==> config.mk <==
export PLATFORM = sky130hd
export DESIGN_NAME = tt_um_prakh_byte_fifo
export DESIGN_NICKNAME = d
export VERILOG_FILES = /design/src/rtl/tt_prakh_pkg.sv /design/src/rtl/tt_prakh_strobe_sync.sv /design/src/rtl/tt_um_prakh_byte_fifo.sv
export SDC_FILE = /design/constraint.sdc
export NUM_CORES = 1
export LEC_CHECK = 0
export ABC_AREA = 1
export BUFFER_PORTS_ARGS = -buffer_cell sky130_fd_sc_hd__buf_2
export CAP_MARGIN = 25
export CORE_MARGIN = 5
export CORE_UTILIZATION = 45
export DETAILED_ROUTE_END_ITERATION = 10
export HOLD_SLACK_MARGIN = 0.12
export PLACE_DENSITY = 0.62
export SKIP_CTS_REPAIR_TIMING = 1
export SYNTH_ARGS = -nofsm -noshare
export SYNTH_HDL_FRONTEND = slang
export SYNTH_SLANG_ARGS = --single-unit
==> constraint.sdc <==
create_clock -name clk -period 5.6 [get_ports clk]
set_clock_uncertainty 0.05 [all_clocks]
set_input_delay 0.56 -clock clk [delete_from_list [all_inputs] [get_ports clk]]
set_output_delay 0.56 -clock clk [all_outputs]
set_load 0.02 [all_outputs]
==> src/rtl/tt_prakh_pkg.sv <==
// Shared constants for the byte FIFO tile: the default depth, uio pin
// assignments and the output-enable mask.
package tt_prakh_pkg;

  localparam int FIFO_DEPTH = 8;

  localparam int WR_STB    = 0;
  localparam int RD_STB    = 1;
  localparam int FULL_BIT  = 2;
  localparam int EMPTY_BIT = 3;
  localparam int LEVEL_LSB = 4;

  localparam logic [7:0] UIO_OE_MASK = 8'hFC;

endpackage

==> src/rtl/tt_prakh_strobe_sync.sv <==
// Brings an asynchronous host strobe into the clk domain and emits a single
// registered one-cycle pulse for each synchronized rising edge.
module tt_prakh_strobe_sync #(
  parameter int SYNC_STAGES = 2
) (
  input  logic clk,
  input  logic rst_n,
  input  logic async_in,
  output logic event_o
);

  logic [SYNC_STAGES-1:0] r_sync;
  logic                   r_hist;
  logic                   r_event;
  logic                   w_sync_out;

  assign w_sync_out = r_sync[SYNC_STAGES-1];

  // Everything resets to 0, so a pin held high across reset release is seen
  // as a fresh rising edge only once it has crossed the chain.
  always_ff @(posedge clk or negedge rst_n) begin
    if (!rst_n) begin
      r_sync  <= '0;
      r_hist  <= 1'b0;
      r_event <= 1'b0;
    end else begin
      r_sync  <= {r_sync[SYNC_STAGES-2:0], async_in};
      r_hist  <= w_sync_out;
      r_event <= w_sync_out & ~r_hist;
    end
  end

  assign event_o = r_event;

endmodule

==> src/rtl/tt_um_prakh_byte_fifo.sv <==
// Tiny Tapeout inbound byte FIFO: host pushes bytes with a write strobe and
// pops with a read strobe; head byte and full/empty/level are always visible.
module tt_um_prakh_byte_fifo
  import tt_prakh_pkg::*;
#(
  parameter int DEPTH       = FIFO_DEPTH,
  parameter int SYNC_STAGES = 2
) (
  input  logic       clk,
  input  logic       rst_n,
  input  logic       ena,
  input  logic [7:0] ui_in,
  output logic [7:0] uo_out,
  input  logic [7:0] uio_in,
  output logic [7:0] uio_out,
  output logic [7:0] uio_oe
);

  localparam int AW = (DEPTH > 1) ? $clog2(DEPTH) : 1;
  localparam int LW = 4;
  localparam logic [LW-1:0] LVL_FULL = LW'(DEPTH);

  logic          w_wr_ev;
  logic          w_rd_ev;
  logic          w_full;
  logic          w_empty;
  logic          w_push;
  logic          w_pop;
  logic          w_unused;

  logic [7:0]    r_data_p [SYNC_STAGES];
  logic [7:0]    r_mem    [DEPTH];
  logic [AW-1:0] r_wptr;
  logic [AW-1:0] r_rptr;
  logic [LW-1:0] r_level;

  tt_prakh_strobe_sync #(.SYNC_STAGES(SYNC_STAGES)) u_wr_sync (
    .clk      (clk),
    .rst_n    (rst_n),
    .async_in (uio_in[WR_STB]),
    .event_o  (w_wr_ev)
  );

  tt_prakh_strobe_sync #(.SYNC_STAGES(SYNC_STAGES)) u_rd_sync (
    .clk      (clk),
    .rst_n    (rst_n),
    .async_in (uio_in[RD_STB]),
    .event_o  (w_rd_ev)
  );

  // Data delay line matching the strobe chain; the host holds ui_in stable
  // long enough that no reset or metastability handling is needed here.
  always_ff @(posedge clk) begin
    r_data_p[0] <= ui_in;
    for (int i = 1; i < SYNC_STAGES; i++) begin
      r_data_p[i] <= r_data_p[i-1];
    end
  end

  assign w_full  = (r_level == LVL_FULL);
  assign w_empty = (r_level == '0);
  assign w_pop   = w_rd_ev & ~w_empty;
  assign w_push  = w_wr_ev & (~w_full | w_pop);

  always_ff @(posedge clk or negedge rst_n) begin
    if (!rst_n) begin
      r_wptr  <= '0;
      r_rptr  <= '0;
      r_level <= '0;
    end else begin
      if (w_push) r_wptr <= r_wptr + AW'(1);
      if (w_pop)  r_rptr <= r_rptr + AW'(1);
      case ({w_push, w_pop})
        2'b10:   r_level <= r_level + LW'(1);
        2'b01:   r_level <= r_level - LW'(1);
        default: r_level <= r_level;
      endcase
    end
  end

  always_ff @(posedge clk) begin
    if (w_push) r_mem[r_wptr] <= r_data_p[SYNC_STAGES-1];
  end

  // Stale storage is masked while empty, so uo_out is 0 straight out of reset.
  assign uo_out = w_empty ? 8'h00 : r_mem[r_rptr];

  always_comb begin
    uio_out                       = 8'h00;
    uio_out[FULL_BIT]             = w_full;
    uio_out[EMPTY_BIT]            = w_empty;
    uio_out[LEVEL_LSB +: LW]      = r_level;
  end

  assign uio_oe = UIO_OE_MASK;

  assign w_unused = &{1'b0, ena, uio_in[7:2]};

endmodule

==> results.json <==
{
  "outcome": "finished, final reports clean",
  "num_vias": 2172,
  "synth_area_um2": 3785,
  "drv_slew": 0,
  "max-cap-violations": 0,
  "finalCoreUtilization": 0.5043,
  "grt_max_degree": 35,
  "crit_path_max_fanout": 34,
  "cp_common_cell": "nor2_1",
  "cts_tree": "built",
  "start_util": 0.4606,
  "drive_above_1_share": 0.1706,
  "critical_path_depth": 5,
  "yosysUniqueCellTypes": 29,
  "clk_latency_ns": 0.36,
  "grt_use_total": 0.1385,
  "synth.area.top_cells": "edfxtp_1 51%, dfrtp_1 12%, dfxtp_1 8.5%, nor2_1 7.2%, o21ai_0 4.8%",
  "grt_pass1_wl_mm": 10.43,
  "critPathTopFamily": "flip-flops",
  "yosys_warnings": 0,
  "dp_hpwl_mm": 3.919,
  "slowest_stage": "dfrtp_1",
  "fmax_mhz": 349.4,
  "gr-total-overflow": 0,
  "rsz0062_at_grt": "no",
  "tightest_slew_ns": 1.048,
  "viasPerCell": 4.881,
  "hold_viol": 0,
  "reg2regPathDepth": 6,
  "max_stage_delay_ns": 1.04,
  "die_h_um": 101.7,
  "power.leakage_nw": 1.574,
  "layout.nets": 359,
  "row_count": 33,
  "drt-pass1-iter-count": 4,
  "layout_common_cells": "73 x nor2_1, 64 x edfxtp_1, 36 x o21ai_0",
  "cts_sinks": 98,
  "syn_inst": 312,
  "endpoint_kind": "output pin",
  "drt_iter0_drc": 124,
  "worstPathBufferInverterCount": 1,
  "cts-buffers-inserted": 9,
  "die-width_um": 101.7,
  "path_class": "reg -> out",
  "ys_seq_area_frac": 0.7114,
  "worst_ep_arrival_time_ns": 2.25,
  "tns_ns": 0,
  "area_growth_pct": 9.487,
  "fin_crit_ns": 2.862,
  "cts_buffer_depth": 2,
  "portBuffers": 25,
  "clk_pin_slew_worst_paths_ns": 0.10,
  "peakVddDrop_mv": 0.1927,
  "die_area_um2": 10340,
  "yosysTopAreaCell": "edfxtp_1",
  "pin_count": 43,
  "holdCritPathClass": "in -> reg",
  "drc_errors": 0,
  "ys_ff_latch": 98,
  "htree_levels": 3,
  "setup_viol": 0,
  "path_cells": "o21ai_0 > o21ai_1 > nor2_1 > nor2_1 > buf_2",
  "antenna_cells": 0,
  "period_share": 0.5111,
  "drtAntennaViolNets": 0,
  "final_common_cell": "nor2_1",
  "synth_top_area_share": 0.5078,
  "synth.avg_cell_area_um2": 12.13,
  "antenna_found_initial": 0,
  "max_slew_margin": 0.3014,
  "required_ns": 4.99,
  "place.gp.congestion": 0.7427,
  "p_total_mw": 2.048,
  "p_per_area_nw_per_um2": 494.2,
  "root_buffer": "clkbuf_8",
  "post_drt_wl_per_cell_um": 14.61,
  "routed_wl_mm": 6.500,
  "core_region_area_um2": 8217,
  "grt_pass1_vias": 2018,
  "start_kind": "flip-flop",
  "hold_depth": 1
}
[sequential cells by signal (all words and copies together) (netlist names)]
signal and count:
r_data_p 16, u_rd_sync.r_hist 1, u_wr_sync.r_sync 2, u_rd_sync.event_o 1, r_wptr 3, u_wr_sync.event_o 1, r_rptr 3, u_rd_sync.r_sync 2
r_level 4, r_mem 64, u_wr_sync.r_hist 1
[final timing paths]
kind / from / end / slack [ns]
max: r_rptr[1]$_DFFE_PN0N_ / uo_out[1] / 2.74
min: ui_in[2] / r_data_p[0][2]$_DFF_P_ / 0.24
max reg2reg: r_level[1]$_DFFE_PN0P_ / r_mem[2][7]$_DFFE_PP_ / 3.28
min reg2reg: r_data_p[0][0]$_DFF_P_ / r_data_p[0][8]$_DFF_P_ / 0.28
max in group asynchronous: rst_n / r_level[1]$_DFFE_PN0P_ / 4.63
min in group asynchronous: rst_n / u_rd_sync.r_sync[1]$_DFF_PN0_ / 0.59
[routing by layer]
metal	vias to the layer above	GRT usage	wire length, um
met5	-	0	0
met4	0	0.05317	74
met3	7	0.04063	258
met2	39	0.2178	3156
met1	1040	0.1820	3011
li1	1086	-	-
[final cells by class]
| class | count | area [um2] |
|---|---|---|
| clock buffers | 9 | 123.9 |
| clock inverters | 7 | 68.82 |
| fillers | 747 | 4073 |
| inverters | 14 | 52.55 |
| multi-input cells | 185 | 932.1 |
| flip-flops and latches | 98 | 2693 |
| well taps | 105 | 131.4 |
| repair buffers | 27 | 142.6 |
[through the flow]
stage | hold slack (ns) | instances | setup slack (ns) | cell area, um2
6_report | 0.2350 | 445 | 2.738 | 4144
5_1_grt | 0.2004 | 445 | 2.495 | 4144
4_1_cts | 0.06051 | 444 | 2.682 | 4134
3_5_place_dp | 0.2632 | 428 | 3.094 | 3941
3_3_place_gp | 0.2602 | 428 | 3.136 | 3941
2_1_floorplan | 0.2144 | 320 | 3.599 | 3815
[synth_stat cells, drive strengths merged]
cell / count
a21oi: 3
buf: 19
clkbuf: 4
conb: 2
dfrtp: 18
dfxtp: 16
edfxtp: 64
fa: 1
ha: 4
inv: 14
mux2: 1
nand2: 13
nand3: 10
nand3b: 2
nor2: 75
nor3: 3
nor3b: 1
o21ai: 57
xnor2: 1
xor2: 4
[report_power, final]
part | internal (mW) | leakage [nW] | total, mW | switching [mW]
combinational | 0.225 | 0.557 | 0.667 | 0.442
sequential | 0.849 | 0.925 | 0.949 | 0.0994
clock | 0.173 | 0.0915 | 0.432 | 0.259
[logic make-up after synthesis]
| family | Yosys count | share of synthesized area |
|---|---|---|
| xor+xnor | 5 | 0.01157 |
| buf+inv | 37 | 0.05422 |
| mux | 1 | 0.002975 |
| fa+ha+maj | 5 | 0.01851 |
| other cells | 2 | 0.001984 |
| flops | 98 | 0.7114 |
| simple gates | 104 | 0.1200 |
| compound gates | 60 | 0.07934 |
[worst register-to-register path: stages (launching register included)]
cell,delay [ns]
dfrtp_1,0.46
nor2_2,0.08
nand2_2,0.23
nand2_4,0.13
nand2_2,0.13
nand3b_2,0.16
nor2_1,0.71
No activity file was read; power rests on OpenSTA's default activity.
